<file path="config.mk">
export PLATFORM = sky130hd
export DESIGN_NAME = load_store_unit
export DESIGN_NICKNAME = d
export VERILOG_FILES = /design/src/rtl/load_store_unit.sv
export SDC_FILE = /design/constraint.sdc
export NUM_CORES = 1
export LEC_CHECK = 0
export ABC_AREA = 1
export BUFFER_PORTS_ARGS = -buffer_cell sky130_fd_sc_hd__buf_4
export CAP_MARGIN = 15
export CORE_MARGIN = 5
export CORE_UTILIZATION = 50
export DETAILED_ROUTE_END_ITERATION = 8
export MAX_ROUTING_LAYER = met4
export PLACE_DENSITY = 0.87
export SYNTH_ARGS = -nofsm -noshare
export SYNTH_HDL_FRONTEND = slang
export SYNTH_SLANG_ARGS = --single-unit
</file>
<file path="constraint.sdc">
create_clock -name clk -period 1.9 [get_ports clk]
set_input_delay 0.38 -clock clk [delete_from_list [all_inputs] [get_ports clk]]
set_output_delay 0.38 -clock clk [all_outputs]
set_load 0.02 [all_outputs]
</file>
<file path="src/rtl/load_store_unit.sv">
// Load/store unit: turns one execute-stage access into a single data-memory bus
// transaction (or an immediate misalign report) and returns a one-cycle completion.
module load_store_unit #(
    parameter int TIMEOUT_CYCLES = 16
) (
    input  logic        clk,
    input  logic        rst,
    input  logic        req_valid,
    output logic        req_ready,
    input  logic        req_we,
    input  logic [1:0]  req_size,
    input  logic        req_unsigned,
    input  logic [31:0] req_addr,
    input  logic [31:0] req_wdata,
    output logic        mem_valid,
    input  logic        mem_ready,
    output logic        mem_we,
    output logic [31:0] mem_addr,
    output logic [3:0]  mem_wstrb,
    output logic [31:0] mem_wdata,
    input  logic [31:0] mem_rdata,
    output logic        rsp_valid,
    output logic [31:0] rsp_rdata,
    output logic        rsp_misalign,
    output logic        rsp_timeout
);

    typedef enum logic [1:0] {
        IDLE = 2'd0,
        BUS  = 2'd1,
        RESP = 2'd2
    } state_t;

    localparam logic [7:0] TIMEOUT_LIM = 8'(TIMEOUT_CYCLES);

    state_t      state_q, state_d;
    logic        we_q, we_d;
    logic [1:0]  size_q, size_d;
    logic        uns_q, uns_d;
    logic [31:0] addr_q, addr_d;
    logic [31:0] wdata_q, wdata_d;
    logic [31:0] rdata_q, rdata_d;
    logic        misalign_q, misalign_d;
    logic        timeout_q, timeout_d;
    logic [7:0]  cnt_q, cnt_d;

    logic        accept;
    logic        req_misaligned;
    logic [31:0] lane;
    logic [31:0] load_data;

    assign accept = req_valid && req_ready;

    always_comb begin
        req_misaligned = 1'b0;
        case (req_size)
            2'b00:   req_misaligned = 1'b0;
            2'b01:   req_misaligned = req_addr[0];
            2'b10:   req_misaligned = |req_addr[1:0];
            default: req_misaligned = 1'b1;
        endcase
    end

    // Right-align the addressed lane, then extend according to the access size.
    always_comb begin
        lane      = mem_rdata >> {addr_q[1:0], 3'b000};
        load_data = lane;
        case (size_q)
            2'b00:   load_data = {{24{~uns_q & lane[7]}}, lane[7:0]};
            2'b01:   load_data = {{16{~uns_q & lane[15]}}, lane[15:0]};
            default: load_data = lane;
        endcase
    end

    always_ff @(posedge clk) begin
        if (rst) begin
            state_q    <= IDLE;
            we_q       <= 1'b0;
            size_q     <= 2'b00;
            uns_q      <= 1'b0;
            addr_q     <= 32'h0;
            wdata_q    <= 32'h0;
            rdata_q    <= 32'h0;
            misalign_q <= 1'b0;
            timeout_q  <= 1'b0;
            cnt_q      <= 8'h0;
        end else begin
            state_q    <= state_d;
            we_q       <= we_d;
            size_q     <= size_d;
            uns_q      <= uns_d;
            addr_q     <= addr_d;
            wdata_q    <= wdata_d;
            rdata_q    <= rdata_d;
            misalign_q <= misalign_d;
            timeout_q  <= timeout_d;
            cnt_q      <= cnt_d;
        end
    end

    always_comb begin
        state_d    = state_q;
        we_d       = we_q;
        size_d     = size_q;
        uns_d      = uns_q;
        addr_d     = addr_q;
        wdata_d    = wdata_q;
        rdata_d    = rdata_q;
        misalign_d = misalign_q;
        timeout_d  = timeout_q;
        cnt_d      = cnt_q;
        case (state_q)
            IDLE: begin
                if (accept) begin
                    we_d       = req_we;
                    size_d     = req_size;
                    uns_d      = req_unsigned;
                    addr_d     = req_addr;
                    wdata_d    = req_wdata;
                    rdata_d    = 32'h0;
                    misalign_d = req_misaligned;
                    timeout_d  = 1'b0;
                    cnt_d      = 8'd1;
                    state_d    = req_misaligned ? RESP : BUS;
                end
            end
            BUS: begin
                // A ready on the final allowed cycle still counts as completion.
                if (mem_ready) begin
                    rdata_d = we_q ? 32'h0 : load_data;
                    state_d = RESP;
                end else if (cnt_q >= TIMEOUT_LIM) begin
                    rdata_d   = 32'h0;
                    timeout_d = 1'b1;
                    state_d   = RESP;
                end else begin
                    cnt_d = cnt_q + 8'd1;
                end
            end
            RESP: begin
                state_d = IDLE;
            end
            default: begin
                state_d = IDLE;
            end
        endcase
    end

    always_comb begin
        req_ready    = (state_q == IDLE) && !rst;
        mem_valid    = (state_q == BUS);
        mem_we       = 1'b0;
        mem_addr     = 32'h0;
        mem_wstrb    = 4'b0000;
        mem_wdata    = 32'h0;
        rsp_valid    = (state_q == RESP);
        rsp_rdata    = 32'h0;
        rsp_misalign = 1'b0;
        rsp_timeout  = 1'b0;
        if (state_q == BUS) begin
            mem_we   = we_q;
            mem_addr = {addr_q[31:2], 2'b00};
            if (we_q) begin
                case (size_q)
                    2'b00: begin
                        mem_wstrb = 4'b0001 << addr_q[1:0];
                        mem_wdata = {4{wdata_q[7:0]}};
                    end
                    2'b01: begin
                        mem_wstrb = 4'b0011 << addr_q[1:0];
                        mem_wdata = {2{wdata_q[15:0]}};
                    end
                    default: begin
                        mem_wstrb = 4'b1111;
                        mem_wdata = wdata_q;
                    end
                endcase
            end
        end
        if (state_q == RESP) begin
            rsp_rdata    = rdata_q;
            rsp_misalign = misalign_q;
            rsp_timeout  = timeout_q;
        end
    end

endmodule

</file>
==> impl_results.md <==
- GRT Overall Usage: 0.290
- CTS tree: yes
- Clock Root Buffer: clkbuf_16
- Share of layout cells above drive strength 1: 0.314
- Clock buffer depth: 2
- Final WS setup: -88.7 ps
- Die width: 116 um
- Die area: 13,600 um2
- Utilization after layout: 0.750
- Leak: 3.47 nW
- Pre-Repair DR Iteration Count: 5
- Max frequency: 503 MHz
- Mapped cell area: 5660 um2
- Crit-path max cell delay: 380 ps
- Initial Util: 0.515
- Peak supply drop: 0.000508 V
- WP data arrival: 1610 ps
- Clock Sinks: 112
- Residual DRC: 0
- Vias per std cell: 5.50
- Layout Nets: 1,176
- Max-cap violations: 0
- Detail Route Antenna Nets: 0
- Die height: 116 um
- CTS Buf Count: 9
- Buffers on Ports: 207
- Outcome: complete, but fails checks
- Clk_skew: 12.2 ps
- Area delta synth->final: 45.5%
- Worst-Skew Late Latency: 350 ps
- Worst hold stages: 3
- Grt total ovfl: 0
- Ys async rst share: 0
- Top-count cell post-synth: nand2_1
- Routed length on met1: 7670 um
- Metal2 WL: 9850 um
- Highest metal used: met4
- Seq/Total Area, Yosys: 0.396
- Final hold violation count: 0
- Yosys top cell by area: dfxtp_1
- Post-synth EDFFs: 0
- N_diodes: 0
- Crit Path Max Fanout: 6
- Top_reg_cell synth: dfxtp_1
- Req. time, crit path: 1520 ps
- Minimum clock period: 1990 ps
- Syn avg cell area: 6.44 um2
- Initial DRC count: 552
- Initial antenna violation count: 0
- Yosys warnings: 0
- Failing checks: setup timing
- Met3 wire length: 2060 um
- Via count: 6,682
- Critical path class: flip-flop to output pin
- Setup TNS: -509 ps
- Post-synth top cells: nand2_1 (183), nor2_1 (137), a21oi_1 (133), dfxtp_1 (112), inv_1 (98)
- Rows: 38
- Wire per inst: 16.9 um
- RSZ-0062 raised after global routing: yes
- CP Launch Type: flip-flop
- Pin count of the biggest net entering global routing: 55
- Post-Syn Instances: 879
- # H-tree levels: 3
- DP HPWL: 12,800 um
- Synth top area share: 0.396
- R2R cell count: 9
- Seq cells post-synth: 112
- Top cells by area, synth: dfxtp_1 (40%), nand2_1 (12%), a21oi_1 (12%), nor2_1 (9.1%), o21ai_0 (7.6%)
- Final Cycle Share: 1.05
- Rel. slew slack: 0.598
- Pwr/cell area: 689 nW/um2
- Hold Path Class: primary input to flip-flop
- Hold_buf cts: 0
- Count of different cell masters after synthesis: 31
- Final Max Tran Viols: 0
- Worst slack, placed: 111 ps
- First-pass GRT wire length: 30,200 um
- Crit-path cells: inv_8 > nand2_4 > buf_4 > nor2_1 > a21oi_2 > o21ai_1 > nor2_4 > buf_6
- CORE AREA: 11,000 um2
- Vias in the first global route: 6,235
- GPL Wtd Cong: 0.955
- Final wirelength: 20,500 um
- Worst-path cell with the longest stage delay: dfxtp_4
- Worst Max-Slew Pin Slew: 603 ps
- Final setup vio count: 21
- Clock edge transition at the registers on the reported setup and hold paths: 80 ps
- Number of I/O pins: 210
- CP endpoint kind: output pin
-- registers in the layout, indices dropped and copies added (netlist names) --
| register | count |
|---|---|
| timeout_q | 1 |
| uns_q | 1 |
| misalign_q | 1 |
| addr_q | 32 |
| we_q | 1 |
| wdata_q | 32 |
| state_q | 2 |
| cnt_q | 8 |
| rdata_q | 32 |
| size_q | 2 |
-- kinds of logic after synthesis --
kind of cell | synth area share
AND/OR/NAND/NOR | 0.261
AO/OA/AOI/OAI | 0.210
buffers and inverters | 0.128
flip-flops | 0.396
adder cells (fa/ha/maj) | 0.00442
other | 0.000662
-- per-stage QoR --
stage | total power, W | hold WS, ps | area, um2 | cells
finish | 0.00568 | 289 | 8240 | 1215
floorplan | 0.00324 | 424 | 5710 | 880
global route | 0.00592 | 298 | 8240 | 1215
global placement | 0.00358 | 432 | 7290 | 1187
CTS | 0.00555 | 288 | 7990 | 1210
detailed placement | 0.00360 | 435 | 7290 | 1187
-- worst max-delay path: cells and delay by family, from the launching register on --
family                 cells  cell delay (ps)
AOI/OAI and AO/OA          2              230
DFF                        1              380
and+or+nand+nor            3              300
buffers and inverters      3              360
-- what timing repair did --
action | in CTS | in global routing
cloned | 3 | 1
pin swaps | 10 | 11
buffers inserted | 5 | 4
resized for setup | 96 | 61
endpoints found under the setup margin | 97 | 86
-- cell type report --
class,count,area (um2)
multi-input cells,600,3050
fillers,827,2750
flip-flops and latches,112,2250
repair buffers,235,1980
inverters,109,432
clock buffers,10,239
well taps,140,175
clock inverters,6,58.8
repair inverters,3,52.6
-- layer usage --
metal  vias up  track usage
li1       3150            -
met1      3040        0.343
met2       417        0.469
met3        75       0.0560
met4         0        0.150
met5         -            -
-- report_power, final --
part / switching [W] / total [W] / internal [W]
logic: 0.000771 / 0.00121 / 0.000441
clock network: 0.000963 / 0.00193 / 0.000964
registers: 0.0000664 / 0.00254 / 0.00247
-- worst paths after layout --
check | startpoint | to | slack, ps
max | size_q[1]$_SDFFE_PP0P_ | mem_wdata[24] | -90
min | req_wdata[18] | wdata_q[18]$_SDFFE_PP0P_ | 290
max reg2reg | state_q[0]$_SDFFE_PP0P_ | rdata_q[14]$_SDFFE_PP0P_ | 130
min reg2reg | cnt_q[6]$_SDFFE_PP0P_ | cnt_q[6]$_SDFFE_PP0P_ | 440
-- cells in the final DEF, fill, tap and decap left out, types with 5 or more instances in the layout --
cell       netlist  final
nand3_1         24     24
a21oi_1        133    124
inv_8            0      5
inv_1           98     96
nand2_4          1      5
buf_6            6     33
clkbuf_16        0      9
nor2_2           3      6
buf_4            5    194
nor2_4           1     32
o21ai_0         86     72
o21ai_1          0      7
inv_2            8      7
nor2_1         137    103
dfxtp_1        112    108
buf_12           0      6
nand2_1        183    182
a21oi_2          0      8
o211ai_1         7      7
o21ai_2          0      7
(Power assumes the default switching activity.)
